<file path="config.mk">
export PLATFORM = sky130hd
export DESIGN_NAME = ram_port_arbiter
export DESIGN_NICKNAME = d
export VERILOG_FILES = /design/src/rtl/ram_port_arbiter.sv
export SDC_FILE = /design/constraint.sdc
export NUM_CORES = 1
export LEC_CHECK = 0
export CORE_UTILIZATION = 44
export CTS_CLUSTER_DIAMETER = 60
export DETAILED_ROUTE_END_ITERATION = 10
export GPL_ROUTABILITY_DRIVEN = 0
export PLACE_DENSITY = 0.85
export SLEW_MARGIN = 20
export SYNTH_ARGS = -nofsm -noshare
export SYNTH_HDL_FRONTEND = slang
export SYNTH_SLANG_ARGS = --single-unit
export TNS_END_PERCENT = 20
</file>
<file path="constraint.sdc">
create_clock -name clock -period 5.1 [get_ports clock]
set_input_delay 1.02 -clock clock [delete_from_list [all_inputs] [get_ports clock]]
set_output_delay 1.02 -clock clock [all_outputs]
set_load 0.03 [all_outputs]
</file>
<file path="src/rtl/ram_port_arbiter.sv">
// Shares one synchronous block-RAM port between instruction fetch and the data path.
// Build option: define ARB_FIXED_PRIO_EN for fixed data-over-fetch priority instead of round-robin.
module ram_port_arbiter #(
    parameter int ADDR_W = 16,
    parameter int DATA_W = 16,
    parameter int RD_LAT = 1
) (
    input  logic              clock,
    input  logic              reset,
    input  logic              if_req,
    input  logic [ADDR_W-1:0] if_addr,
    output logic              if_gnt,
    output logic              if_rvalid,
    output logic [DATA_W-1:0] if_rdata,
    input  logic              d_req,
    input  logic              d_we,
    input  logic [ADDR_W-1:0] d_addr,
    input  logic [DATA_W-1:0] d_wdata,
    output logic              d_gnt,
    output logic              d_rvalid,
    output logic [DATA_W-1:0] d_rdata,
    output logic [ADDR_W-1:0] ram_addr,
    output logic              ram_we,
    output logic [DATA_W-1:0] ram_wdata,
    input  logic [DATA_W-1:0] ram_rdata,
    output logic              busy
);

    localparam logic [2:0] LAT_INIT = 3'(RD_LAT);

    typedef enum logic [0:0] {
        ST_IDLE   = 1'b0,
        ST_ACCESS = 1'b1
    } state_t;

    state_t            state_r, state_s;
    logic [2:0]        cnt_r, cnt_s;
    logic              owner_data_r, owner_data_s;
    logic              if_gnt_r, if_gnt_s;
    logic              d_gnt_r, d_gnt_s;
    logic              if_rvalid_r, if_rvalid_s;
    logic              d_rvalid_r, d_rvalid_s;
    logic [DATA_W-1:0] if_rdata_r, if_rdata_s;
    logic [DATA_W-1:0] d_rdata_r, d_rdata_s;
    logic [ADDR_W-1:0] ram_addr_r, ram_addr_s;
    logic              ram_we_r, ram_we_s;
    logic [DATA_W-1:0] ram_wdata_r, ram_wdata_s;
    logic              busy_r, busy_s;
    logic              any_req_s;
    logic              pick_data_s;

    assign any_req_s = if_req | d_req;

`ifdef ARB_FIXED_PRIO_EN
    // Data side always takes the port when it asks
    always_comb begin
        pick_data_s = d_req;
    end
`else
    logic last_data_r;

    // On a conflict the side that did not win last time gets the port
    always_comb begin
        if (if_req && d_req) begin
            pick_data_s = ~last_data_r;
        end else begin
            pick_data_s = d_req;
        end
    end

    // Last winner starts as data so the very first tie goes to fetch
    always_ff @(posedge clock or negedge reset) begin
        if (!reset) begin
            last_data_r <= 1'b1;
        end else if ((state_r == ST_IDLE) && any_req_s) begin
            last_data_r <= pick_data_s;
        end else begin
            last_data_r <= last_data_r;
        end
    end
`endif

    // Next-state and next-output decode for the IDLE/ACCESS sequencer
    always_comb begin
        state_s      = state_r;
        cnt_s        = cnt_r;
        owner_data_s = owner_data_r;
        if_gnt_s     = 1'b0;
        d_gnt_s      = 1'b0;
        if_rvalid_s  = 1'b0;
        d_rvalid_s   = 1'b0;
        if_rdata_s   = if_rdata_r;
        d_rdata_s    = d_rdata_r;
        ram_addr_s   = ram_addr_r;
        ram_we_s     = 1'b0;
        ram_wdata_s  = ram_wdata_r;
        busy_s       = 1'b0;
        case (state_r)
            ST_IDLE: begin
                if (any_req_s) begin
                    state_s      = ST_ACCESS;
                    cnt_s        = LAT_INIT;
                    owner_data_s = pick_data_s;
                    if (pick_data_s) begin
                        d_gnt_s     = 1'b1;
                        ram_addr_s  = d_addr;
                        ram_we_s    = d_we;
                        ram_wdata_s = d_wdata;
                    end else begin
                        if_gnt_s    = 1'b1;
                        ram_addr_s  = if_addr;
                    end
                end else begin
                    state_s = ST_IDLE;
                end
            end
            ST_ACCESS: begin
                if (ram_we_r) begin
                    state_s = ST_IDLE;
                end else if (cnt_r == 3'd0) begin
                    // RAM output is valid this cycle; hand it to the owner
                    state_s = ST_IDLE;
                    if (owner_data_r) begin
                        d_rvalid_s = 1'b1;
                        d_rdata_s  = ram_rdata;
                    end else begin
                        if_rvalid_s = 1'b1;
                        if_rdata_s  = ram_rdata;
                    end
                end else begin
                    cnt_s = cnt_r - 3'd1;
                end
            end
            default: begin
                state_s = ST_IDLE;
            end
        endcase
        busy_s = (state_s == ST_ACCESS);
    end

    // State and registered outputs; reset aborts any access in flight
    always_ff @(posedge clock or negedge reset) begin
        if (!reset) begin
            state_r      <= ST_IDLE;
            cnt_r        <= 3'd0;
            owner_data_r <= 1'b0;
            if_gnt_r     <= 1'b0;
            d_gnt_r      <= 1'b0;
            if_rvalid_r  <= 1'b0;
            d_rvalid_r   <= 1'b0;
            if_rdata_r   <= {DATA_W{1'b0}};
            d_rdata_r    <= {DATA_W{1'b0}};
            ram_addr_r   <= {ADDR_W{1'b0}};
            ram_we_r     <= 1'b0;
            ram_wdata_r  <= {DATA_W{1'b0}};
            busy_r       <= 1'b0;
        end else begin
            state_r      <= state_s;
            cnt_r        <= cnt_s;
            owner_data_r <= owner_data_s;
            if_gnt_r     <= if_gnt_s;
            d_gnt_r      <= d_gnt_s;
            if_rvalid_r  <= if_rvalid_s;
            d_rvalid_r   <= d_rvalid_s;
            if_rdata_r   <= if_rdata_s;
            d_rdata_r    <= d_rdata_s;
            ram_addr_r   <= ram_addr_s;
            ram_we_r     <= ram_we_s;
            ram_wdata_r  <= ram_wdata_s;
            busy_r       <= busy_s;
        end
    end

    assign if_gnt    = if_gnt_r;
    assign d_gnt     = d_gnt_r;
    assign if_rvalid = if_rvalid_r;
    assign d_rvalid  = d_rvalid_r;
    assign if_rdata  = if_rdata_r;
    assign d_rdata   = d_rdata_r;
    assign ram_addr  = ram_addr_r;
    assign ram_we    = ram_we_r;
    assign ram_wdata = ram_wdata_r;
    assign busy      = busy_r;

endmodule

</file>
==> run summary <==
=====================================================================================
Status ................................................................. complete, but fails checks
Violated checks ........................................................ design-rule violations
Total routing usage reported by global routing .........................        19.0%
Sum of buffers and inverters on the critical path ......................            1
Total of cells resized after clock tree synthesis ......................            0
Number of enable-type register cells in the synthesized netlist ........            0
List of most frequent post-synthesis cells ............................. 74 x dfrtp_1, 39 x mux2_2, 27 x a21oi_1
Post-Synthesis Cells ...................................................          216
Sequential Area ........................................................    1880 um^2
Detail-routed net length per standard cell .............................      14.9 um
Number of port buffers .................................................          138
Most heavily used metal layer in global routing ........................         met2
Hold Path End .......................................................... cnt_r[0]$_DFFE_PN0P_
Minimum period implied by the final worst setup slack ..................      2670 ps
Sink count of the clock tree ...........................................           75
Global-route wire length before repair .................................      10.5 mm
Post-synthesis register bit count ......................................           75
Grt total ovfl .........................................................            0
Top achievable clock speed .............................................    0.375 GHz
Dpl hpwl ...............................................................      4.71 mm
Worst-case reg-to-reg path depth .......................................            5
Critical path's slowest cell ........................................... clkdlybuf4s50_1
Post-route fraction of the period consumed by the critical path ........        52.3%
Floorplan Core Area ....................................................    6490 um^2
Detailed router's first-iteration violation count ......................           94
CTS Buf Count ..........................................................            9
Master cell of the clock root buffer ...................................     clkbuf_8
Routed vias ............................................................         2185
Kind of end point of the critical path ................................. primary output
Pre-Repair DR Iteration Count ..........................................            8
Top FF cell, synth .....................................................      dfrtp_1
Routed Wire Length .....................................................      6.50 mm
Data required time at the worst endpoint ...............................      4080 ps
Largest net degree at the start of global routing ......................           76
Slew at the pin closest to its max-slew limit ..........................      1020 ps
GR Util met1 ...........................................................        23.9%
Final number of max-transition violations ..............................            0
Hold-fix buffers at CTS ................................................            0
Setup repair after global routing missed its margin ....................           no
IR drop worst, VDD .....................................................     0.387 mV
TritonCTS clock tree ...................................................         done
Hold Path Origin ....................................................... cnt_r[0]$_DFFE_PN0P_
Worst EP arrival .......................................................      1650 ps
Synthesized area per cell ..............................................    14.0 um^2
Starting Density .......................................................        46.6%
Multi-input gate area in the final layout ..............................    1040 um^2
Sequence of cells on the critical path ................................. clkdlybuf4s50_1
Net Count, Synth .......................................................          287
Antenna violations before repair .......................................            0
Die width ..............................................................      85.0 um
Clock tree buffer depth ................................................            2
Number of failing hold endpoints at the final stage ....................            0
Clock-pin slew of the registers on the worst-case setup and hold paths .        70 ps
Register-to-register setup slack .......................................      2840 ps
Static Leakage .........................................................      1.98 nW
Number of placed cells counting well taps ..............................          422
Fraction of met3 tracks used by global routing .........................        6.61%
Total of fill cells in the finished design .............................          454
Vias per cell ..........................................................         5.00
Share of synthesized area occupied by flip-flops and latches ...........        62.0%
Number of unique standard cell types used by synthesis .................           29
Fraction of synthesis flops using an asynchronous set or reset pin .....         100%
Startpoint of the worst register-to-register path ...................... cnt_r[0]$_DFFE_PN0P_
Total die area .........................................................    7220 um^2
WHS Path Cells .........................................................            1
Final number of setup-violating endpoints ..............................            0
GR Util met2 ...........................................................        30.6%
Share of Yosys cell area claimed by the top area cell type .............        61.2%
Residual DRC count .....................................................           12
Synthesis-to-layout area growth ........................................        52.3%
H-Tree Level Count .....................................................            3
Worst setup skew after layout ..........................................      4.48 ps
Die Y ..................................................................      85.0 um
Synth area leaders ..................................................... dfrtp_1 61%, mux2_2 15%, a21oi_1 4.5%
Yosys warning total ....................................................            0
Number of antenna repair diodes ........................................            0
Capture instance of the worst register-to-register path ................ if_rdata[13]$_DFFE_PN0P_
Total setup buffers inserted after CTS .................................            0
Most repeated cell in the gate-level netlist after synthesis ...........      dfrtp_1
Power per cell area ....................................................  697 nW/um^2
Cell family with the largest share of critical-path delay .............. buffers and inverters
Fraction of final layout cells with drive strength greater than 1 ......        19.2%
Count of boundary I/O pins .............................................          139
Post-layout nets .......................................................          427
Number of standard cells in the final layout excluding fillers .........          437
Slowest cell delay on critical path ....................................       750 ps
Clock latency at the later pin of the worst-skew pair ..................       330 ps
Setup Crit Path Kind ................................................... register to primary output
Max_slew headroom ......................................................        31.7%
Count of nets left with antenna violations after detail routing ........            0
Max capacitance violation total ........................................            0
Mapped Area ............................................................    3030 um^2
Final total negative setup slack .......................................         0 ps
Placement Rows .........................................................           29
Worst min-delay path class ............................................. register to register
Crit path launch type ..................................................     register
Maximum fanout along the worst path ....................................            9
Cell accounting for the most synthesized area ..........................      dfrtp_1
Via count of the first global-routing pass .............................         2182
=====================================================================================
per-layer routing:
layer | vias up | share of wire, %
li1 | 1034 | -
met1 | 1052 | 43
met2 | 94 | 48
met3 | 5 | 7.7
met4 | 0 | 1.1
met5 | - | 0
layout make-up:
class | instances | area share, %
inverters | 5 | 0.407
repair buffers | 138 | 29.9
multi-input cells | 127 | 22.7
clock inverters | 2 | 0.760
well taps | 77 | 2.09
clock buffers | 13 | 3.45
flip-flops and latches | 75 | 40.7
sequential cells by signal, summed over array words and instances, names as in the netlist:
signal        flops
ram_wdata        16
ram_addr         16
if_rvalid         1
d_rdata          16
cnt_r             3
owner_data_r      1
if_gnt            1
d_rvalid          1
ram_we            1
busy              1
if_rdata         16
d_gnt             1
last_data_r       1
logic make-up after synthesis:
kind of cell,share of synthesized area (%)
flip-flops,62.0
AO/OA/AOI/OAI,7.81
adder cells (fa/ha/maj),0.826
multiplexers,19.0
buffers and inverters,3.47
AND/OR/NAND/NOR,6.90
worst max path at each step:
stage	startpoint	endpoint	slack (ps)	cells after the start
2_1_floorplan	d_req	ram_wdata[10]$_DFFE_PN0P_	3090	4
3_3_place_gp	d_req	ram_wdata[6]$_DFFE_PN0P_	2160	4
3_5_place_dp	d_req	ram_wdata[1]$_DFFE_PN0P_	2120	4
4_1_cts	busy$_DFF_PN0_	busy	2420	1
5_1_grt	busy$_DFF_PN0_	busy	2370	1
6_report	busy$_DFF_PN0_	busy	2430	1
metrics by stage:
stage | power, W | cell area (um^2) | setup WS, ps | util [%] | hold slack, ps
floorplan | 0.00210 | 3030 | 3090 | - | 445
global placement | 0.00275 | 4420 | 2160 | 68.0 | 462
global route | 0.00339 | 4610 | 2370 | 71.0 | 504
finish | 0.00321 | 4610 | 2430 | 71.0 | 487
detailed placement | 0.00280 | 4420 | 2120 | 68.0 | 474
CTS | 0.00325 | 4610 | 2420 | 71.0 | 490
where the power goes:
| part | internal (W) | total, W | leakage, nW | switching [W] |
|---|---|---|---|---|
| clock network | 0.000250 | 0.000442 | 0.0995 | 0.000193 |
| logic | 0.000807 | 0.00172 | 0.990 | 0.000908 |
| registers | 0.000891 | 0.00106 | 0.887 | 0.000166 |
layout by cell type, fill, tap and decap left out:
cell type / netlist / layout
dfrtp_1: 74 / 74
clkdlybuf4s50_1: 0 / 137
a21boi_1: 1 / 1
inv_1: 5 / 5
o21bai_2: 1 / 1
nor3b_1: 2 / 2
and2_1: 4 / 4
nor2_4: 1 / 1
bufinv_16: 0 / 1
nor2_1: 14 / 14
a21bo_2: 1 / 1
ha_1: 2 / 2
a21oi_1: 27 / 27
clkbuf_8: 0 / 11
mux2_4: 9 / 9
o21ba_2: 1 / 1
clkinv_2: 0 / 1
buf_4: 1 / 1
nor2b_1: 1 / 1
nor3_1: 1 / 1
a221o_1: 3 / 3
o2bb2ai_1: 2 / 2
and4bb_1: 1 / 1
nand4b_4: 1 / 1
mux2_2: 39 / 39
a21o_1: 2 / 2
or3b_2: 1 / 1
clkbuf_1: 1 / 2
dfstp_2: 1 / 1
nand2_1: 13 / 13
(Power assumes the default switching activity.)
==> patch (same flow settings) <==
Reset style: synchronous (`reset`), changed in 2 clocked blocks.
--- a/src/rtl/ram_port_arbiter.sv
+++ b/src/rtl/ram_port_arbiter.sv
@@ -71,3 +71,3 @@
     // Last winner starts as data so the very first tie goes to fetch
-    always_ff @(posedge clock or negedge reset) begin
+    always_ff @(posedge clock) begin
         if (!reset) begin
@@ -141,3 +141,3 @@
     // State and registered outputs; reset aborts any access in flight
-    always_ff @(posedge clock or negedge reset) begin
+    always_ff @(posedge clock) begin
         if (!reset) begin
Function: differs if reset is asserted again (counterexample within 4 cycles, from zero or initial values and one cycle with reset low); with reset held inactive, the same outputs for 10 cycles.
==> patch against the unedited design <==
- area after synthesis fell by 4.7%
- worst setup slack got worse by 63 ps
- design area fell by 4.0%
- sequential cell count did not move
- clock skew rose by 7.5 ps
- routed wire length rose by 12%
- die area fell by 4.6%
- largest cell class unchanged
Power is not compared: it rests on default switching activity, and its combinational part moved more than twofold at a synthesized area within 25%.
==> patch: results <==
set metrics [dict create \
    cts_root_buf "clkbuf_8" \
    ff2ff_path_depth 6 \
    cp_max_fo 8 \
    switching_share 0.2799 \
    cpLargestDelayFamily "buffers and inverters" \
    synth-async-reset-ratio 0 \
    antenna_found_initial 0 \
    hold-path-endpoint "if_rdata[10]" \
    grt_max_degree 61 \
    critPathMaxStageDelay_ps 770 \
    critPathLaunch "busy" \
    hold_class "flop to flop" \
    grt_pass1_wl_um 12160 \
    routed_wl_um 7303 \
    synth_cell_types 32 \
    num_vias 2688 \
    synthAdderAreaFrac 0.008669 \
    slew_headroom 0.5455 \
    synth-xor-area-share 0 \
    clockBufferDepth 2 \
    syn_inst 323 \
    firstDrtPassIters 4 \
    hpwl_um 5032 \
    arrival_ps 1710 \
    reg2reg_to "cnt_r[2]" \
    syn_nets 394 \
    ctsResizeCount 0 \
    grt.total_usage 0.2167 \
    netlist_top_cells_area "dfxtp_1 52%, nand2_1 10%, o21ai_1 7.6%" \
    worstHoldStart "if_rdata[10]" \
    rrSetupSlack_ps 3510 \
    clock_latency_ps 340 \
    ir_drop_mv 0.2548 \
    synthTopCellsByCount "80 x nand2_1, 75 x dfxtp_1, 44 x o21ai_1" \
    nets 520 \
    crit_slowest_cell "clkdlybuf4s50_1" \
    htreeDepth 3 \
    hold_path_depth 2 \
    reg2reg_from "cnt_r[0]" \
    synth_top_family_by_area "simple AND/OR/NAND/NOR gates" \
    path_depth 1 \
    antenna_cells 0 \
    yosys-mux-area-fraction 0.05548 \
    ys.warnings.count 0 \
    drive_above_1_share 0.05727 \
    endpoint "busy" \
    numPortBuffers 138 \
    numCtsBuffers 9 \
    status "finished, final reports clean" \
    power_leakage_nw 1.661 \
    cts.clk_slew.worst_paths_ps 80 \
    drt_iter0_drc 122 \
    drt-vias-per-instance 5.062 \
    synth_compound_area_frac 0.1526 \
    finalClockSkew_ps 11.96 \
    fillers 507 \
    yosysSeqAreaShare 0.5202 \
    cts_setup_buffers 0 \
]
==> patch: cell families (layout without fill, tap and decap cells) <==
kind of cell / Yosys count / count (layout)
simple gates: 126 / 126
mux: 16 / 16
flops: 75 / 75
compound gates: 73 / 73
buf+inv: 31 / 162
fa+ha+maj: 2 / 2
==> patch: area by class of cell <==
class	count	area share
flip-flops and latches	75	0.3393
multi-input cells	217	0.2694
clock inverters	6	0.02036
clock buffers	10	0.02884
inverters	5	0.004241
repair buffers	141	0.3161
well taps	77	0.02177
==> patch: layer usage <==
layer,track usage,part of all wire
met3,0.04970,0.046
met2,0.3778,0.50
met5,0,0
met1,0.2426,0.42
met4,0.1223,0.036
==> patch: stage by stage <==
| step | power [W] | setup slack [ps] | area [um^2] | util | hold slack [ps] |
|---|---|---|---|---|---|
| after global placement | 0.0009628 | 2601 | 4208 | 0.6627 | 441.2 |
| after global routing | 0.001516 | 2301 | 4425 | 0.6969 | 479.1 |
| final | 0.001449 | 2369 | 4425 | 0.6969 | 459.6 |
| after detailed placement | 0.0009690 | 2535 | 4208 | 0.6627 | 448.2 |
| after floorplan | 0.0008395 | 3282 | 2887 | - | 451.4 |
| after CTS | 0.001461 | 2348 | 4425 | 0.6969 | 460.1 |
==> patch: power groups by stage <==
stage | Sequential [W] | Combinational (W) | Clock [W]
floorplan | 0.000728 | 0.000112 | 0
global placement | 0.000661 | 0.000302 | 0
detailed placement | 0.000662 | 0.000307 | 0
CTS | 0.000649 | 0.000309 | 0.000503
global route | 0.000653 | 0.000330 | 0.000533
finish | 0.000649 | 0.000308 | 0.000493
